==> src/rtl/goose_hit_detect_if.sv <==
// Pixel/frame strobes from the renderers and the collision/score results
// returned to the game logic.
interface goose_hit_detect_if;
  logic        pixel_tick;
  logic        frame_tick;
  logic [9:0]  x;
  logic [9:0]  y;
  logic        goose;
  logic        obstacle;
  logic        check_hit;
  logic [15:0] score;
  logic [9:0]  hit_x;
  logic [9:0]  hit_y;

  modport master (
    output pixel_tick, frame_tick, x, y, goose, obstacle,
    input  check_hit, score, hit_x, hit_y
  );

  modport slave (
    input  pixel_tick, frame_tick, x, y, goose, obstacle,
    output check_hit, score, hit_x, hit_y
  );
endinterface

==> src/rtl/goose_hit_detect.sv <==
// Per-frame goose/obstacle collision judge with a 4-digit BCD score.
// Overlap pixels are counted during RUN; at frame end either a hit is
// declared (terminal until reset) or the frame counts toward the score.
module goose_hit_detect #(
  parameter int H_ACTIVE      = 640,
  parameter int V_ACTIVE      = 480,
  parameter int HIT_THRESHOLD = 4,
  parameter int SCORE_DIV     = 6
) (
  input  logic              clk,
  input  logic              reset,
  goose_hit_detect_if.slave bus
);

  localparam logic [10:0] H_LIM    = 11'(H_ACTIVE);
  localparam logic [10:0] V_LIM    = 11'(V_ACTIVE);
  localparam logic [7:0]  THRESH   = 8'(HIT_THRESHOLD);
  localparam logic [7:0]  DIV_LAST = 8'(SCORE_DIV - 1);

  typedef enum logic [1:0] {
    IDLE = 2'd0,
    RUN  = 2'd1,
    HIT  = 2'd2
  } state_t;

  state_t      state;
  logic [7:0]  ovl_cnt;
  logic [7:0]  frame_cnt;
  logic [9:0]  cand_x;
  logic [9:0]  cand_y;
  logic [9:0]  hit_x_r;
  logic [9:0]  hit_y_r;
  logic [15:0] score_r;
  logic        check_hit_r;
  logic        qual;

  // BCD +1 with ripple carry between digits; 9999 holds.
  function automatic logic [15:0] bcd_inc(input logic [15:0] v);
    logic [15:0] r;
    logic        carry;
    r     = v;
    carry = 1'b1;
    if (v != 16'h9999) begin
      for (int i = 0; i < 4; i++) begin
        if (carry) begin
          if (r[i*4 +: 4] == 4'd9) begin
            r[i*4 +: 4] = 4'd0;
          end else begin
            r[i*4 +: 4] = r[i*4 +: 4] + 4'd1;
            carry       = 1'b0;
          end
        end
      end
    end
    return r;
  endfunction

  // A pixel counts only when both sprites cover it inside the visible area;
  // a coincident frame_tick wins and the pixel is dropped.
  always_comb begin
    qual = bus.pixel_tick & bus.goose & bus.obstacle &
           ({1'b0, bus.x} < H_LIM) & ({1'b0, bus.y} < V_LIM) &
           ~bus.frame_tick;
  end

  // Game state, overlap counting, first-overlap capture and scoring.
  always_ff @(posedge clk or posedge reset) begin
    if (reset) begin
      state       <= IDLE;
      ovl_cnt     <= 8'd0;
      frame_cnt   <= 8'd0;
      cand_x      <= 10'd0;
      cand_y      <= 10'd0;
      hit_x_r     <= 10'd0;
      hit_y_r     <= 10'd0;
      score_r     <= 16'h0000;
      check_hit_r <= 1'b0;
    end else begin
      case (state)
        IDLE: begin
          if (bus.frame_tick) state <= RUN;
        end
        RUN: begin
          if (bus.frame_tick) begin
            ovl_cnt <= 8'd0;
            if (ovl_cnt >= THRESH) begin
              state       <= HIT;
              check_hit_r <= 1'b1;
              hit_x_r     <= cand_x;
              hit_y_r     <= cand_y;
            end else if (frame_cnt == DIV_LAST) begin
              frame_cnt <= 8'd0;
              score_r   <= bcd_inc(score_r);
            end else begin
              frame_cnt <= frame_cnt + 8'd1;
            end
          end else if (qual) begin
            // Count is zero only before the first overlap of the frame.
            if (ovl_cnt == 8'd0) begin
              cand_x <= bus.x;
              cand_y <= bus.y;
            end
            if (ovl_cnt < THRESH) ovl_cnt <= ovl_cnt + 8'd1;
          end
        end
        HIT: begin
          state <= HIT;
        end
        default: state <= IDLE;
      endcase
    end
  end

  assign bus.check_hit = check_hit_r;
  assign bus.score     = score_r;
  assign bus.hit_x     = hit_x_r;
  assign bus.hit_y     = hit_y_r;

endmodule

==> src/flat_wrapper.sv <==
// flat-port wrapper written by rule: the top's interface ports become plain ports
module goose_hit_detect_flat 
#(
  parameter int H_ACTIVE      = 640,
  parameter int V_ACTIVE      = 480,
  parameter int HIT_THRESHOLD = 4,
  parameter int SCORE_DIV     = 6
)
  (clk, reset, bus_pixel_tick, bus_frame_tick, bus_x, bus_y, bus_goose, bus_obstacle, bus_check_hit, bus_score, bus_hit_x, bus_hit_y);
  goose_hit_detect_if bus_i ();
  input  logic clk;
  input  logic reset;
  input wire logic [$bits(bus_i.pixel_tick)-1:0] bus_pixel_tick;
  input wire logic [$bits(bus_i.frame_tick)-1:0] bus_frame_tick;
  input wire logic [$bits(bus_i.x)-1:0] bus_x;
  input wire logic [$bits(bus_i.y)-1:0] bus_y;
  input wire logic [$bits(bus_i.goose)-1:0] bus_goose;
  input wire logic [$bits(bus_i.obstacle)-1:0] bus_obstacle;
  output wire logic [$bits(bus_i.check_hit)-1:0] bus_check_hit;
  output wire logic [$bits(bus_i.score)-1:0] bus_score;
  output wire logic [$bits(bus_i.hit_x)-1:0] bus_hit_x;
  output wire logic [$bits(bus_i.hit_y)-1:0] bus_hit_y;
  assign bus_i.pixel_tick = bus_pixel_tick;
  assign bus_i.frame_tick = bus_frame_tick;
  assign bus_i.x = bus_x;
  assign bus_i.y = bus_y;
  assign bus_i.goose = bus_goose;
  assign bus_i.obstacle = bus_obstacle;
  assign bus_check_hit = bus_i.check_hit;
  assign bus_score = bus_i.score;
  assign bus_hit_x = bus_i.hit_x;
  assign bus_hit_y = bus_i.hit_y;
  goose_hit_detect #(.H_ACTIVE(H_ACTIVE), .V_ACTIVE(V_ACTIVE), .HIT_THRESHOLD(HIT_THRESHOLD), .SCORE_DIV(SCORE_DIV)) u_core (.clk(clk), .reset(reset), .bus(bus_i));
endmodule
==> config.mk <==
export PLATFORM = sky130hd
export DESIGN_NAME = goose_hit_detect_flat
export DESIGN_NICKNAME = d
export VERILOG_FILES = /design/src/rtl/goose_hit_detect_if.sv /design/src/rtl/goose_hit_detect.sv /design/src/flat_wrapper.sv
export SDC_FILE = /design/constraint.sdc
export NUM_CORES = 1
export LEC_CHECK = 0
export CAP_MARGIN = 20
export CORE_AREA = 2 2 88 90
export CTS_CLUSTER_SIZE = 16
export DETAILED_ROUTE_END_ITERATION = 16
export DIE_AREA = 0 0 90 92
export GPL_TIMING_DRIVEN = 1
export HOLD_SLACK_MARGIN = 0.15
export PLACE_DENSITY = 0.72
export SLEW_MARGIN = 20
export SYNTH_ARGS = -nofsm -noshare
export SYNTH_HDL_FRONTEND = slang
export SYNTH_SLANG_ARGS = --single-unit
export TNS_END_PERCENT = 100
==> constraint.sdc <==
create_clock -name clk -period 3.65 [get_ports clk]
set_clock_uncertainty 0.1 [all_clocks]
set_input_delay 0.73 -clock clk [delete_from_list [all_inputs] [get_ports clk]]
set_output_delay 0.73 -clock clk [all_outputs]
set_load 0.01 [all_outputs]
==> flow_metrics.env, run 1 <==
export IMPL_fin_nets=360
export IMPL_drive_gt1_share_pct=25.3
export IMPL_pwr_density_cell_nw_per_um2=422
export IMPL_worst_path_stages=5
export IMPL_setup_viol=0
export IMPL_ios=63
export IMPL_hp_class="flop to flop"
export IMPL_die_area_um2=8280
export IMPL_vias_per_cell=5.15
export IMPL_wirelength_um=6080
export IMPL_cts_tree="yes"
export IMPL_core_um2=7450
export IMPL_antenna_found_initial=0
export IMPL_clkSlewWorstSetupHoldPaths_ns=0.08
export IMPL_rsz0062_at_grt="false"
export IMPL_yosysWarnings=0
export IMPL_clock_latency_ns=0.34
export IMPL_fin_tns_setup_ns=0
export IMPL_grt_use_total_pct=15.7
export IMPL_post_cts_buffers=0
export IMPL_critPathSlowestCell="clkdlybuf4s50_1"
export IMPL_synth_top_area_share_pct=55.2
export IMPL_gp_congestion=0.815
export IMPL_wl_per_cell_um=14.0
export IMPL_num_vias=2234
export IMPL_hold_path_cell_count=1
export IMPL_endpoint_kind="flop"
export IMPL_required_ns=3.77
export IMPL_synth_edf_count=0
export IMPL_finalCritPeriodShare_pct=66.5
export IMPL_drc=0
export IMPL_max_slew_margin_rel_pct=60.9
export IMPL_ir_drop_mv=0.249
export IMPL_min_period_ns=2.43
export IMPL_cts_sinks=75
export IMPL_hpwlAfterDp_um=4340
export IMPL_hold_violations=0
export IMPL_slew_viol_final=0
export IMPL_critPathTopFamily="buffers and inverters"
export IMPL_syn_area_per_cell_um2=13.1
export IMPL_p_leak_nw=1.95
export IMPL_die_x_um=90
export IMPL_postSynth_asyncResetShare_pct=100
export IMPL_critPathBufInv=2
export IMPL_overflow=0
export IMPL_clockBufferDepth=2
export IMPL_yosysUniqueCellTypes=51
export IMPL_clock_fmax_mhz=412
export IMPL_cts_hold_buf=0
export IMPL_synthCells=259
export IMPL_die_y_um=92
export IMPL_cts_root_buf="clkbuf_8"
export IMPL_cts_buffers_inserted=9
export IMPL_maxCapViolCount=0
export IMPL_drtIter0Drc=73
export IMPL_reg2reg_depth=4
export IMPL_ys_seq_area_share_pct=55.2
export IMPL_outcome="completed"
export IMPL_htreeDepth=3
export IMPL_grt_pass1_vias=2241
export IMPL_path_class="input pin to flop"
export IMPL_path_cells="clkdlybuf4s50_1 > nand2_1 > a21oi_2 > buf_4 > mux2_2"
export IMPL_final_area_um2=4280
export IMPL_synth_top_cells_by_area="dfrtp_1, mux2_2, ha_1, nor4_4, xnor2_1"
export IMPL_path_max_fanout=14
export IMPL_port_buffer_count=62
export IMPL_diodes=0
export IMPL_fp_row_count=32
export IMPL_initial_core_util_pct=45.6
export IMPL_syn_area_um2=3400
export IMPL_dpl_cell_count=418
export IMPL_ys_flop_type="dfrtp_1"
export IMPL_post_dp_cell_area_um2=4110
export IMPL_grt_max_degree=29
export IMPL_first_pass_iters=4
export IMPL_finalNonFillerCells=434
export IMPL_crit_arrival_ns=2.55
export IMPL_area_growth_pct=26.1
export IMPL_syn_nets=292
export IMPL_cts_resized=0
export IMPL_max_stage_delay_ns=0.58
export IMPL_cp_start_kind="input pin"
export IMPL_r2r_slack_ns=1.46
export IMPL_synth_area_leader_cell="dfrtp_1"
export IMPL_worst_pin_slew_ns=0.585
export IMPL_grt_first_pass_wirelength_um=10400
export IMPL_ys_ff_latch=75
export IMPL_antenna_left=0
==> power breakdown <==
part,total (mW),internal (mW),switching [mW],leakage [nW]
Sequential,0.984,0.916,0.0680,1.01
Clock,0.553,0.247,0.306,0.0787
Combinational,0.272,0.150,0.122,0.861
==> flip-flops by register name (all words and copies together), names as in the netlist <==
register              count
u_core.bus.score         16
u_core.bus.check_hit      1
u_core.cand_x            10
u_core.ovl_cnt            8
u_core.frame_cnt          8
u_core.bus.hit_x         10
u_core.cand_y            10
u_core.bus.hit_y         10
u_core.state              2
==> cell families (layout without fill, tap and decap cells) <==
family                   count (synthesis)  count (layout)  share of synthesized area [%]
AO/OA/AOI/OAI                           26              26                           5.19
AND/OR/NAND/NOR                         72              72                           15.8
flip-flops                              75              75                           55.2
adder cells (fa/ha/maj)                  7               7                           2.58
XOR/XNOR                                11              11                           2.84
buffers and inverters                   23              96                           3.46
multiplexers                            45              45                           14.9
==> routing by layer <==
| metal | vias up | GRT usage (%) | wire, um |
|---|---|---|---|
| li1 | 1066 | - | - |
| met1 | 1092 | 20.3 | 2710 |
| met2 | 68 | 23.9 | 2810 |
| met3 | 8 | 6.41 | 482 |
| met4 | 0 | 5.38 | 79 |
| met5 | - | 0 | 0 |
==> placed cells by master, fill, tap and decap left out, types with 3 or more instances in the layout <==
master / n
mux2_2: 44
xnor2_1: 8
dfrtp_1: 75
nor3b_1: 3
buf_4: 4
inv_1: 13
nor4_4: 4
o21ai_0: 6
and4bb_2: 5
and2_1: 4
ha_1: 7
xor2_1: 3
nor3_1: 4
a21oi_1: 6
nand3_1: 4
clkinvlp_4: 3
clkdlybuf4s50_1: 62
clkbuf_8: 9
nor2_1: 3
nand2_1: 13
nand4_1: 8
nor2b_1: 4
==> area by class of cell <==
type | instances | area [um2]
clock inverters | 6 | 41.3
clock buffers | 10 | 128
fillers | 637 | 3160
multi-input cells | 161 | 1410
well taps | 102 | 128
inverters | 14 | 52.6
repair buffers | 66 | 651
flip-flops and latches | 75 | 1880
==> through the flow <==
step | hold slack [ns] | power (mW) | setup WS [ns] | util, %
5_1_grt | 0.404 | 1.92 | 1.15 | 57.5
3_3_place_gp | 0.364 | 1.26 | 0.908 | 55.2
6_report | 0.370 | 1.81 | 1.22 | 57.5
4_1_cts | 0.376 | 1.83 | 1.25 | 57.5
2_1_floorplan | 0.343 | 1.18 | 0.910 | -
3_5_place_dp | 0.360 | 1.28 | 0.870 | 55.2
==> path summary, 6_finish.rpt <==
kind,from,to
max in group asynchronous,reset,u_core.ovl_cnt[5]$_DFFE_PP0P_
min,u_core.frame_cnt[7]$_DFFE_PP0P_,u_core.frame_cnt[7]$_DFFE_PP0P_
max,bus_frame_tick,u_core.bus.hit_x[6]$_DFFE_PP0P_
min reg2reg,u_core.frame_cnt[7]$_DFFE_PP0P_,u_core.frame_cnt[7]$_DFFE_PP0P_
min in group asynchronous,reset,u_core.frame_cnt[5]$_DFFE_PP0P_
max reg2reg,u_core.ovl_cnt[7]$_DFFE_PP0P_,u_core.cand_y[5]$_DFFE_PP0P_
==> Yosys cell counts, drive strengths merged, types with 2 or more instances <==
master	instances
and3	4
clkbuf	2
nor2	3
buf	7
or3	3
dfrtp	75
and4b	2
nand4b	2
a21oi	7
o21ai	6
xor2	3
nand4	8
nor4	5
and4	2
and4bb	5
nor2b	4
xnor2	8
nor3b	3
a22o	2
mux2	44
and2	6
nand2	13
inv	14
nand3	5
nor3	4
ha	7
No activity file was read; power rests on OpenSTA's default activity.
==> inputs of run 2 (changes only) <==
--- a/config.mk
+++ b/config.mk
@@ -6,13 +6,13 @@
 export NUM_CORES = 1
 export LEC_CHECK = 0
 export CAP_MARGIN = 20
-export CORE_AREA = 2 2 88 90
+export CORE_AREA = 2 2 89 91
 export CTS_CLUSTER_SIZE = 16
 export DETAILED_ROUTE_END_ITERATION = 16
-export DIE_AREA = 0 0 90 92
+export DIE_AREA = 0 0 91 93
 export GPL_TIMING_DRIVEN = 1
 export HOLD_SLACK_MARGIN = 0.15
-export PLACE_DENSITY = 0.72
+export PLACE_DENSITY = 0.74
 export SLEW_MARGIN = 20
 export SYNTH_ARGS = -nofsm -noshare
 export SYNTH_HDL_FRONTEND = slang
==> constraint.sdc (replaced) <==
create_clock -name clk -period 2 [get_ports clk]
set_clock_uncertainty 0.1 [all_clocks]
set_input_delay 0.4 -clock clk [delete_from_list [all_inputs] [get_ports clk]]
set_output_delay 0.4 -clock clk [all_outputs]
set_load 0.01 [all_outputs]
==> run 2 against run 1 <==
Effect of this change:
- the flow now finishes with violations (negative setup slack)
- combinational power increased to 2.5 times the previous value
- flip-flop and latch count unchanged
- core utilization increased by 3.4 points
- worst hold slack improved by 0.0026 ns
- cell count increased by 6.2%
- non-clock buffer count increased by 27
- sequential power increased by 80%
- largest cell class unchanged
- highest routed layer unchanged
==> flow_metrics.env, run 2 (same netlist as run 1, synthesis figures left out) <==
export IMPL_die_y_um=93
export IMPL_worst_pin_slew_ns=0.387
export IMPL_clock_latency_ns=0.35
export IMPL_post_dp_cell_area_um2=4330
export IMPL_endpoint_kind="flop"
export IMPL_path_class="flop to flop"
export IMPL_outcome="finished with violations"
export IMPL_grt_use_total_pct=15.6
export IMPL_cts_tree="yes"
export IMPL_dpl_cell_count=439
export IMPL_fin_nets=387
export IMPL_finalPower_mw=3.52
export IMPL_ir_drop_mv=0.399
export IMPL_port_buffer_count=62
export IMPL_failed_checks="negative setup slack"
export IMPL_cts_sinks=75
export IMPL_regToRegStartpoint="u_core.ovl_cnt[7]$_DFFE_PP0P_"
export IMPL_drive_gt1_share_pct=32.3
export IMPL_cp_start_kind="flop"
export IMPL_grt_pass1_vias=2246
export IMPL_worst_slack_ns=-0.00295
export IMPL_critPathLaunch="u_core.ovl_cnt[7]$_DFFE_PP0P_"
export IMPL_fp_row_count=32
export IMPL_area_growth_pct=35.0
export IMPL_cts_buffers_inserted=9
export IMPL_maxCapViolCount=0
export IMPL_htreeDepth=3
export IMPL_rsz0062_at_grt="true"
export IMPL_hold_violations=0
export IMPL_p_leak_nw=2.11
export IMPL_clockBufferDepth=2
export IMPL_first_pass_iters=4
export IMPL_finalNonFillerCells=461
export IMPL_antenna_found_initial=0
export IMPL_hpwlAfterDp_um=4330
export IMPL_final_common_cell="dfrtp_1"
export IMPL_path_max_fanout=10
export IMPL_setup_viol=1
export IMPL_die_area_um2=8460
export IMPL_grt_max_degree=76
export IMPL_antenna_left=0
export IMPL_hold_slack_ns=0.372
export IMPL_wirelength_um=6460
export IMPL_ios=63
export IMPL_clock_fmax_mhz=499
export IMPL_grt_use_met1_pct=19.4
export IMPL_hp_class="flop to flop"
export IMPL_use_met2_pct=25.5
export IMPL_max_slew_margin_rel_pct=74.2
export IMPL_grt_first_pass_wirelength_um=10600
export IMPL_initial_core_util_pct=45.1
export IMPL_num_vias=2358
export IMPL_wl_per_cell_um=14.0
export IMPL_die_x_um=91
export IMPL_vias_per_cell=5.11
export IMPL_finalCritPeriodShare_pct=100
export IMPL_reg2reg_depth=5
export IMPL_drc=0
export IMPL_final_area_um2=4580
export IMPL_slew_viol_final=0
export IMPL_crit_arrival_ns=2.14
export IMPL_fin_tns_setup_ns=-0.00295
export IMPL_r2r_slack_ns=-0.003
export IMPL_diodes=0
export IMPL_required_ns=2.14
export IMPL_gp_congestion=0.763
export IMPL_clkSlewWorstSetupHoldPaths_ns=0.08
export IMPL_overflow=0
export IMPL_reg2reg_to="u_core.cand_x[9]$_DFFE_PP0P_"
export IMPL_grt_busiest_layer="met2"
export IMPL_pwr_density_cell_nw_per_um2=768
export IMPL_crit_path_end="u_core.cand_x[9]$_DFFE_PP0P_"
export IMPL_fin_util_pct=60.9
export IMPL_pre_cts_slack_ns=-0.236
export IMPL_core_um2=7530
export IMPL_drtIter0Drc=47
export IMPL_grt_met3_usage_pct=5.00
export IMPL_final_cell_mix="dfrtp_1, clkdlybuf4s50_1, mux2_2, buf_4, nand2_1"
export IMPL_cts_root_buf="clkbuf_8"
export IMPL_min_period_ns=2.00
export IMPL_largest_register_ffs=16
export IMPL_hold_path_cell_count=1
==> run 2: worst min-delay path by stage <==
stage | startpoint | endpoint | slack (ns)
4_1_cts | u_core.frame_cnt[7]$_DFFE_PP0P_ | u_core.frame_cnt[7]$_DFFE_PP0P_ | 0.37
3_5_place_dp | u_core.bus.check_hit$_DFFE_PP0P_ | u_core.bus.check_hit$_DFFE_PP0P_ | 0.36
6_report | u_core.frame_cnt[7]$_DFFE_PP0P_ | u_core.frame_cnt[7]$_DFFE_PP0P_ | 0.37
3_3_place_gp | u_core.bus.check_hit$_DFFE_PP0P_ | u_core.bus.check_hit$_DFFE_PP0P_ | 0.36
2_1_floorplan | u_core.frame_cnt[7]$_DFFE_PP0P_ | u_core.frame_cnt[7]$_DFFE_PP0P_ | 0.34
5_1_grt | u_core.frame_cnt[7]$_DFFE_PP0P_ | u_core.frame_cnt[7]$_DFFE_PP0P_ | 0.40
==> run 2: cell type report <==
class	instances	area [um2]
multi-input cells	161	1420
clock buffers	9	124
inverters	14	56.3
repair buffers	93	925
fillers	635	2940
clock inverters	7	56.3
flip-flops and latches	75	1880
well taps	102	128
==> run 2: timing repair <==
action | 4_1_cts | 5_1_grt
resized for setup | 0 | 6
pin swaps | 1 | 7
cloned | 0 | 1
setup endpoints to repair | 5 | 30
setup buffers | 0 | 5
hold buffers | 0 | 0
==> run 2: metal layers <==
| metal | vias to the layer above | wire, um | part of all wire [%] |
|---|---|---|---|
| li1 | 1129 | - | - |
| met1 | 1162 | 2810 | 43 |
| met2 | 59 | 3140 | 49 |
| met3 | 8 | 425 | 6.6 |
| met4 | 0 | 80 | 1.2 |
| met5 | - | 0 | 0 |
==> run 2: critical path: stages (launching register included) <==
cell and delay (ns):
dfrtp_1 0.42, nor4_4 0.36, and3_4 0.25, and4b_4 0.27, clkbuf_16 0.17, mux2_2 0.33
==> run 2: power by group <==
part	leakage [nW]	switching, mW	internal (mW)
clock	0.0910	0.603	0.467
sequential	1.01	0.0959	1.67
combinational	1.01	0.291	0.390
total	2.11	0.990	2.53
